**src/rtl/mdu_seq_pkg.sv**
```systemverilog
// Shared definitions for the RV32M multiply/divide sequencer.
// Optional early-out paths are enabled by defining MDU_EARLY_OUT_EN.
package mdu_seq_pkg;

    localparam int XLEN  = 32;
    localparam int CNT_W = 5;

    // RV32M funct3 encodings
    localparam logic [2:0] MDU_MUL    = 3'b000;
    localparam logic [2:0] MDU_MULH   = 3'b001;
    localparam logic [2:0] MDU_MULHSU = 3'b010;
    localparam logic [2:0] MDU_MULHU  = 3'b011;
    localparam logic [2:0] MDU_DIV    = 3'b100;
    localparam logic [2:0] MDU_DIVU   = 3'b101;
    localparam logic [2:0] MDU_REM    = 3'b110;
    localparam logic [2:0] MDU_REMU   = 3'b111;

    // Final iteration index of the CALC phase
    localparam logic [CNT_W-1:0] MDU_LAST_CNT = 5'd31;

    typedef enum logic [1:0] {
        MDU_IDLE = 2'b00,
        MDU_CALC = 2'b01,
        MDU_FIX  = 2'b10,
        MDU_DONE = 2'b11
    } mdu_state_e;

    // Magnitude of a value that is treated as signed only when is_signed is set
    function automatic logic [XLEN-1:0] magnitude(input logic [XLEN-1:0] value,
                                                  input logic            is_signed);
        return (is_signed && value[XLEN-1]) ? (~value + 1'b1) : value;
    endfunction

endpackage

```
**src/rtl/mdu_seq_addsub33.sv**
```systemverilog
// Combinational 33-bit adder/subtractor shared by the multiply and divide steps.
// carry=1 on a subtract means no borrow (a >= b).
module mdu_seq_addsub33 (
    input  logic [32:0] a,
    input  logic [32:0] b,
    input  logic        sub,
    output logic [32:0] sum,
    output logic        carry
);

    assign {carry, sum} = {1'b0, a} + {1'b0, (sub ? ~b : b)} + {33'd0, sub};

endmodule

```
**src/rtl/mdu_seq.sv**
```systemverilog
// Multi-cycle RV32M multiply/divide sequencer: one bit per cycle over 32 CALC
// cycles, a sign fix-up cycle, then a one-cycle done pulse.
// Optional feature macro: MDU_EARLY_OUT_EN (trivial operands finish in IDLE).
module mdu_seq
    import mdu_seq_pkg::*;
(
    input  logic            clk,
    input  logic            reset,
    input  logic            start,
    input  logic [2:0]      funct3,
    input  logic [XLEN-1:0] A,
    input  logic [XLEN-1:0] B,
    output logic [XLEN-1:0] C,
    output logic            busy,
    output logic            done,
    output logic            stall
);

    mdu_state_e        state, next_state;
    logic [2:0]        op;
    logic [CNT_W-1:0]  cnt;
    logic [XLEN-1:0]   mb;       // divisor / multiplicand magnitude
    logic [XLEN-1:0]   hi;       // product high half, or partial remainder
    logic [XLEN-1:0]   lo;       // product low half / multiplier, or dividend->quotient
    logic              neg_res;  // negate the selected result in FIX

    logic              sign_a, sign_b;
    logic [XLEN-1:0]   mag_a, mag_b;
    logic              div_zero, div_ovf, early, special;
    logic [XLEN-1:0]   special_c, fix_c;
    logic [32:0]       add_a, add_b, add_sum;
    logic              add_sub, add_carry;

    // Operand sign handling at acceptance
    assign sign_a = A[XLEN-1] & ((funct3 == MDU_MULH) | (funct3 == MDU_MULHSU) |
                                 (funct3 == MDU_DIV)  | (funct3 == MDU_REM));
    assign sign_b = B[XLEN-1] & ((funct3 == MDU_MULH) | (funct3 == MDU_DIV) |
                                 (funct3 == MDU_REM));
    assign mag_a  = magnitude(A, sign_a);
    assign mag_b  = magnitude(B, sign_b);

    assign div_zero = funct3[2] & (B == '0);
    assign div_ovf  = ((funct3 == MDU_DIV) | (funct3 == MDU_REM)) &
                      (A == 32'h8000_0000) & (B == 32'hFFFF_FFFF);
`ifdef MDU_EARLY_OUT_EN
    assign early = (~funct3[2] & ((A == '0) | (B == '0))) |
                   (funct3[2] & ~div_zero & (mag_a < mag_b));
`else
    assign early = 1'b0;
`endif
    assign special = div_zero | div_ovf | early;

    // Result for operations that complete directly from IDLE
    always_comb begin
        // NOTE: every always_comb output gets a default first so no latch is inferred.
        special_c = '0;
        if (div_zero)
            special_c = funct3[1] ? A : '1;
        else if (div_ovf)
            special_c = funct3[1] ? '0 : 32'h8000_0000;
        else if (early)
            special_c = (funct3[2] & funct3[1]) ? A : '0;
    end

    // Adder operands: shift-add for multiply, trial subtract for divide
    always_comb begin
        add_sub = op[2];
        if (op[2]) begin
            add_a = {hi, lo[XLEN-1]};
            add_b = {1'b0, mb};
        end else begin
            add_a = {1'b0, hi};
            add_b = lo[0] ? {1'b0, mb} : 33'd0;
        end
    end

    mdu_seq_addsub33 u_addsub (
        .a     (add_a),
        .b     (add_b),
        .sub   (add_sub),
        .sum   (add_sum),
        .carry (add_carry)
    );

    // Sign fix-up and result selection
    always_comb begin
        fix_c = lo;
        case (op)
            MDU_MUL:                        fix_c = lo;
            MDU_MULH, MDU_MULHSU, MDU_MULHU:
                // High half of the negated 64-bit product
                fix_c = neg_res ? (~hi + {{(XLEN-1){1'b0}}, (lo == '0)}) : hi;
            MDU_DIV, MDU_DIVU:              fix_c = neg_res ? (~lo + 1'b1) : lo;
            default:                        fix_c = neg_res ? (~hi + 1'b1) : hi;
        endcase
    end

    // State register
    always_ff @(posedge clk) begin
        // NOTE: sequential state uses non-blocking assignments so all flops update together.
        if (reset) state <= MDU_IDLE;
        else       state <= next_state;
    end

    // Next-state and status outputs
    always_comb begin
        next_state = state;
        busy       = 1'b0;
        done       = 1'b0;
        case (state)
            MDU_IDLE: if (start) next_state = special ? MDU_DONE : MDU_CALC;
            MDU_CALC: begin
                busy = 1'b1;
                if (cnt == MDU_LAST_CNT) next_state = MDU_FIX;
            end
            MDU_FIX: begin
                busy       = 1'b1;
                next_state = MDU_DONE;
            end
            default: begin
                done       = 1'b1;
                next_state = MDU_IDLE;
            end
        endcase
        stall = ((state == MDU_IDLE) & start) | busy;
    end

    // Datapath: operand latch, per-bit iteration, result write
    always_ff @(posedge clk) begin
        if (reset) begin
            op      <= '0;
            cnt     <= '0;
            mb      <= '0;
            hi      <= '0;
            lo      <= '0;
            neg_res <= 1'b0;
            C       <= '0;
        end else begin
            case (state)
                MDU_IDLE: if (start) begin
                    op      <= funct3;
                    mb      <= mag_b;
                    hi      <= '0;
                    lo      <= mag_a;
                    cnt     <= '0;
                    neg_res <= (funct3[2] & funct3[1]) ? sign_a : (sign_a ^ sign_b);
                    if (special) C <= special_c;
                end
                MDU_CALC: begin
                    cnt <= cnt + 1'b1;
                    if (op[2]) begin
                        if (add_carry) begin
                            hi <= add_sum[XLEN-1:0];
                            lo <= {lo[XLEN-2:0], 1'b1};
                        end else begin
                            hi <= {hi[XLEN-2:0], lo[XLEN-1]};
                            lo <= {lo[XLEN-2:0], 1'b0};
                        end
                    end else begin
                        hi <= add_sum[32:1];
                        lo <= {add_sum[0], lo[XLEN-1:1]};
                    end
                end
                MDU_FIX: C <= fix_c;
                default: ;
            endcase
        end
    end

endmodule

```
**config.mk**
```make
export PLATFORM = sky130hd
export DESIGN_NAME = mdu_seq
export DESIGN_NICKNAME = d
export VERILOG_FILES = /design/src/rtl/mdu_seq_pkg.sv /design/src/rtl/mdu_seq_addsub33.sv /design/src/rtl/mdu_seq.sv
export SDC_FILE = /design/constraint.sdc
export NUM_CORES = 1
export LEC_CHECK = 0
export CAP_MARGIN = 20
export CORE_AREA = 10 10 248 250
export CTS_BUF_LIST = sky130_fd_sc_hd__clkbuf_4 sky130_fd_sc_hd__clkbuf_8 sky130_fd_sc_hd__clkbuf_16
export CTS_CLUSTER_DIAMETER = 30
export DETAILED_ROUTE_END_ITERATION = 8
export DIE_AREA = 0 0 258 260
export HOLD_SLACK_MARGIN = 0.12
export PLACE_DENSITY = 0.51
export REMOVE_ABC_BUFFERS = 1
export SLEW_MARGIN = 0
export SYNTH_ARGS = -nofsm -noshare
export SYNTH_HDL_FRONTEND = slang
export SYNTH_HIERARCHICAL = 1
export SYNTH_SLANG_ARGS = --single-unit
```
**constraint.sdc**
```tcl
create_clock -name clk -period 5.58 [get_ports clk]
set_input_delay 1.116 -clock clk [delete_from_list [all_inputs] [get_ports clk]]
set_output_delay 1.116 -clock clk [all_outputs]
set_load 0.02 [all_outputs]
```
==> impl_metrics.yaml <==
setup_path:
  crit_buf_inv: 1
  crit_type: "reg -> reg"
  cp_cell_sequence: "nor3_1, and4_1, and3_1, and3_1, ha_1, nor3b_1, buf_4, nand4_1, o41ai_1, a21oi_1, o311ai_1, a311oi_1"
  crit_family: "simple AND/OR/NAND/NOR gates"
  worstPathArrival_ps: 4880
  path_max_fanout: 14
  cpMaxStageDelayCell: "and4_1"
  slowest_delay_ps: 610
  crit_path_frequent_cell: "and3_1"
  startpoint_type: "flop"
  cp.required_ps: 5900
  cp-end-kind: "flop"
sta:
  period_share_pct: 81.7
  setup_viol: 0
  fin_skew_ps: 11.8
  hold_viol: 0
  fin_ws_ps: 1020
  finalCriticalPeriod_ps: 4560
  rsz0062_at_grt: "false"
  worstMarginPinSlew_ps: 1090
  maxSlewHeadroom_pct: 27.2
  fmax_ghz: 0.219
  maxSlewViolCount: 0
drt:
  viasPerCell: 5.38
  wl_per_cell_um: 20.2
  drt_iter0_markers: 1186
  detail-route-antenna-nets: 0
  dr_wl_met3_um: 4190
  topRoutingLayerUsed: "met5"
  first_pass_iters: 7
  vias: 14300
  wl_um: 53800
  met2WireLength_um: 24400
  wl_met1_um: 23300
  route.detailed.drc: 0
power_and_ir_drop:
  p_per_area_mw_per_mm2: 404
  power_mw: 6.50
  ir_drop_mv: 0.254
  leakage_nw: 5.61
yosys:
  synth-edff-count: 0
  ys_async_sr_fraction_pct: 0
  syn_inst: 1922
  synth_seq_area_share_pct: 20.0
  avgSynthCellArea_sq_um: 7.25
  synthFlopType: "dfxtp_1"
  syn_area_sq_mm: 0.0139
  ys_types: 93
  yosysWarnings: 6
  ys_seq_elements: 139
placed_design:
  portBuffers: 104
  post-place-ws_ps: 746
  gp_congestion: 0.925
  hpwl_um: 40300
  dp_cells: 2627
global_routing:
  grt_start_max_net_pins: 157
  grt_pass1_wl_um: 83000
  grt_pass1_vias: 13600
  antenna_found_initial: 2
  grt_util_all_layers_pct: 15.8
  globalRouteOverflowTotal: 0
floorplanning:
  start_util_pct: 24.8
  ios: 105
  fp.dieH_um: 260
  rows: 87
  die_w_um: 258
  dieArea_sq_mm: 0.0671
  core_area_sq_mm: 0.0563
final_layout:
  fillCellCount: 6129
  layout_commonest_cell: "nor2_1"
  stdcell_count: 2659
  final_cell_mix: "244 x nor2_1, 152 x a21oi_1, 145 x nand2_1"
  diodes: 0
  nets: 2006
  layout-drive-gt1-share_pct: 7.88
  area_growth_pct: 15.5
clock_tree:
  cts_made_buffers: 17
  ctsResizeCount: 0
  cts_max_level: 4
  postCtsHoldBufs: 0
  cts_setup_buffers: 0
  tritoncts: "done"
  cts_root_buf: "clkbuf_16"
  worstSkewPairLatency_ps: 490
  clk_pin_slew_worst_paths_ps: 70
  cts_max_path_buffers: 2
  cts_sinks: 139
min_path:
  hold_class: "reg -> reg"
outcome:
  outcome: "complete, no violations"
run:
  maxCapViolations: 0
synthesized netlist by cell type (30+ instances only):
library cell,n,area share (%)
nor2_1,245,6.6
clkbuf_1,158,4.3
a21oi_1,152,5.5
nand2_1,145,3.9
dfxtp_1,139,20
o21ai_0,118,4.2
xor2_1,89,5.6
xnor2_1,81,5.1
mux2i_1,68,4.9
a22oi_1,45,2.4
ha_1,45,4.0
nor2b_1,40,1.8
nor3_1,39,1.4
a211oi_1,36,1.9
mux2_2,35,2.8
inv_1,32,0.86
nor4_1,31,1.4
o211ai_1,31,1.7
a311oi_1,30,1.9
routing by layer:
layer  up-vias  GRT usage, %
li1       6978             -
met1      6747          19.6
met2       481          25.0
met3        99          4.59
met4         4          6.71
met5         -             0
cell type report:
type | count | area (sq um) | share of cell area [%]
multi-input combinational | 1563 | 10300 | 64.0
sequential | 139 | 2790 | 17.3
timing repair buffer | 136 | 1330 | 8.25
tap | 756 | 946 | 5.88
clock buffer | 18 | 439 | 2.73
clock inverter | 14 | 163 | 1.01
inverter | 33 | 124 | 0.770
cell families (layout without fill, tap and decap cells):
kind of cell               after synthesis  in the layout  synth area share (%)
AOI/OAI and AO/OA                      587            587                  28.4
xor gates and xnor gates               170            170                  10.7
adders and majority gates               46             46                  4.18
buffers and inverters                  220            201                  6.33
DFF                                    139            139                  20.0
muxes                                  103            103                  7.71
other                                    1              1                0.0269
and+or+nand+nor                        656            656                  22.7
registers in the layout, indices dropped and copies added, names as in the netlist:
signal   cells
C           32
hi          32
lo          32
mb          32
cnt          5
op           3
state        2
neg_res      1
per-stage QoR:
stage / util [%] / instance area [sq um] / setup TNS, ps / hold slack, ps
final: 28.6 / 16100 / 0 / 460
after CTS: 28.6 / 16100 / 0 / 464
after global placement: 27.4 / 15400 / 0 / 448
after global routing: 28.6 / 16100 / 0 / 478
after floorplan: - / 13200 / -217800 / 426
after detailed placement: 27.5 / 15500 / 0 / 454
path summary, 6_finish.rpt:
path | startpoint | to | slack (ps) | cells after the start
worst max-delay path | lo[5] | C[30] | 1020 | 12
worst min-delay path | mb[0] | mb[0] | 460 | 2
worst max register to register | lo[5] | C[30] | 1020 | 12
worst min register to register | mb[0] | mb[0] | 460 | 2
where the power goes:
| group | leakage (nW) | switching (mW) | internal [mW] | total, mW |
|---|---|---|---|---|
| clock | 0.293 | 0.525 | 0.679 | 1.20 |
| combinational | 4.18 | 2.36 | 1.35 | 3.71 |
| sequential | 1.14 | 0.369 | 1.22 | 1.59 |
tightest hold or removal path, delay by kind of cell (launching register included):
family             cells  cell delay [ps]
DFF                    1              310
and+or+nand+nor        1               60
AOI/OAI and AO/OA      1               60
No activity file was read; power rests on OpenSTA's default activity.
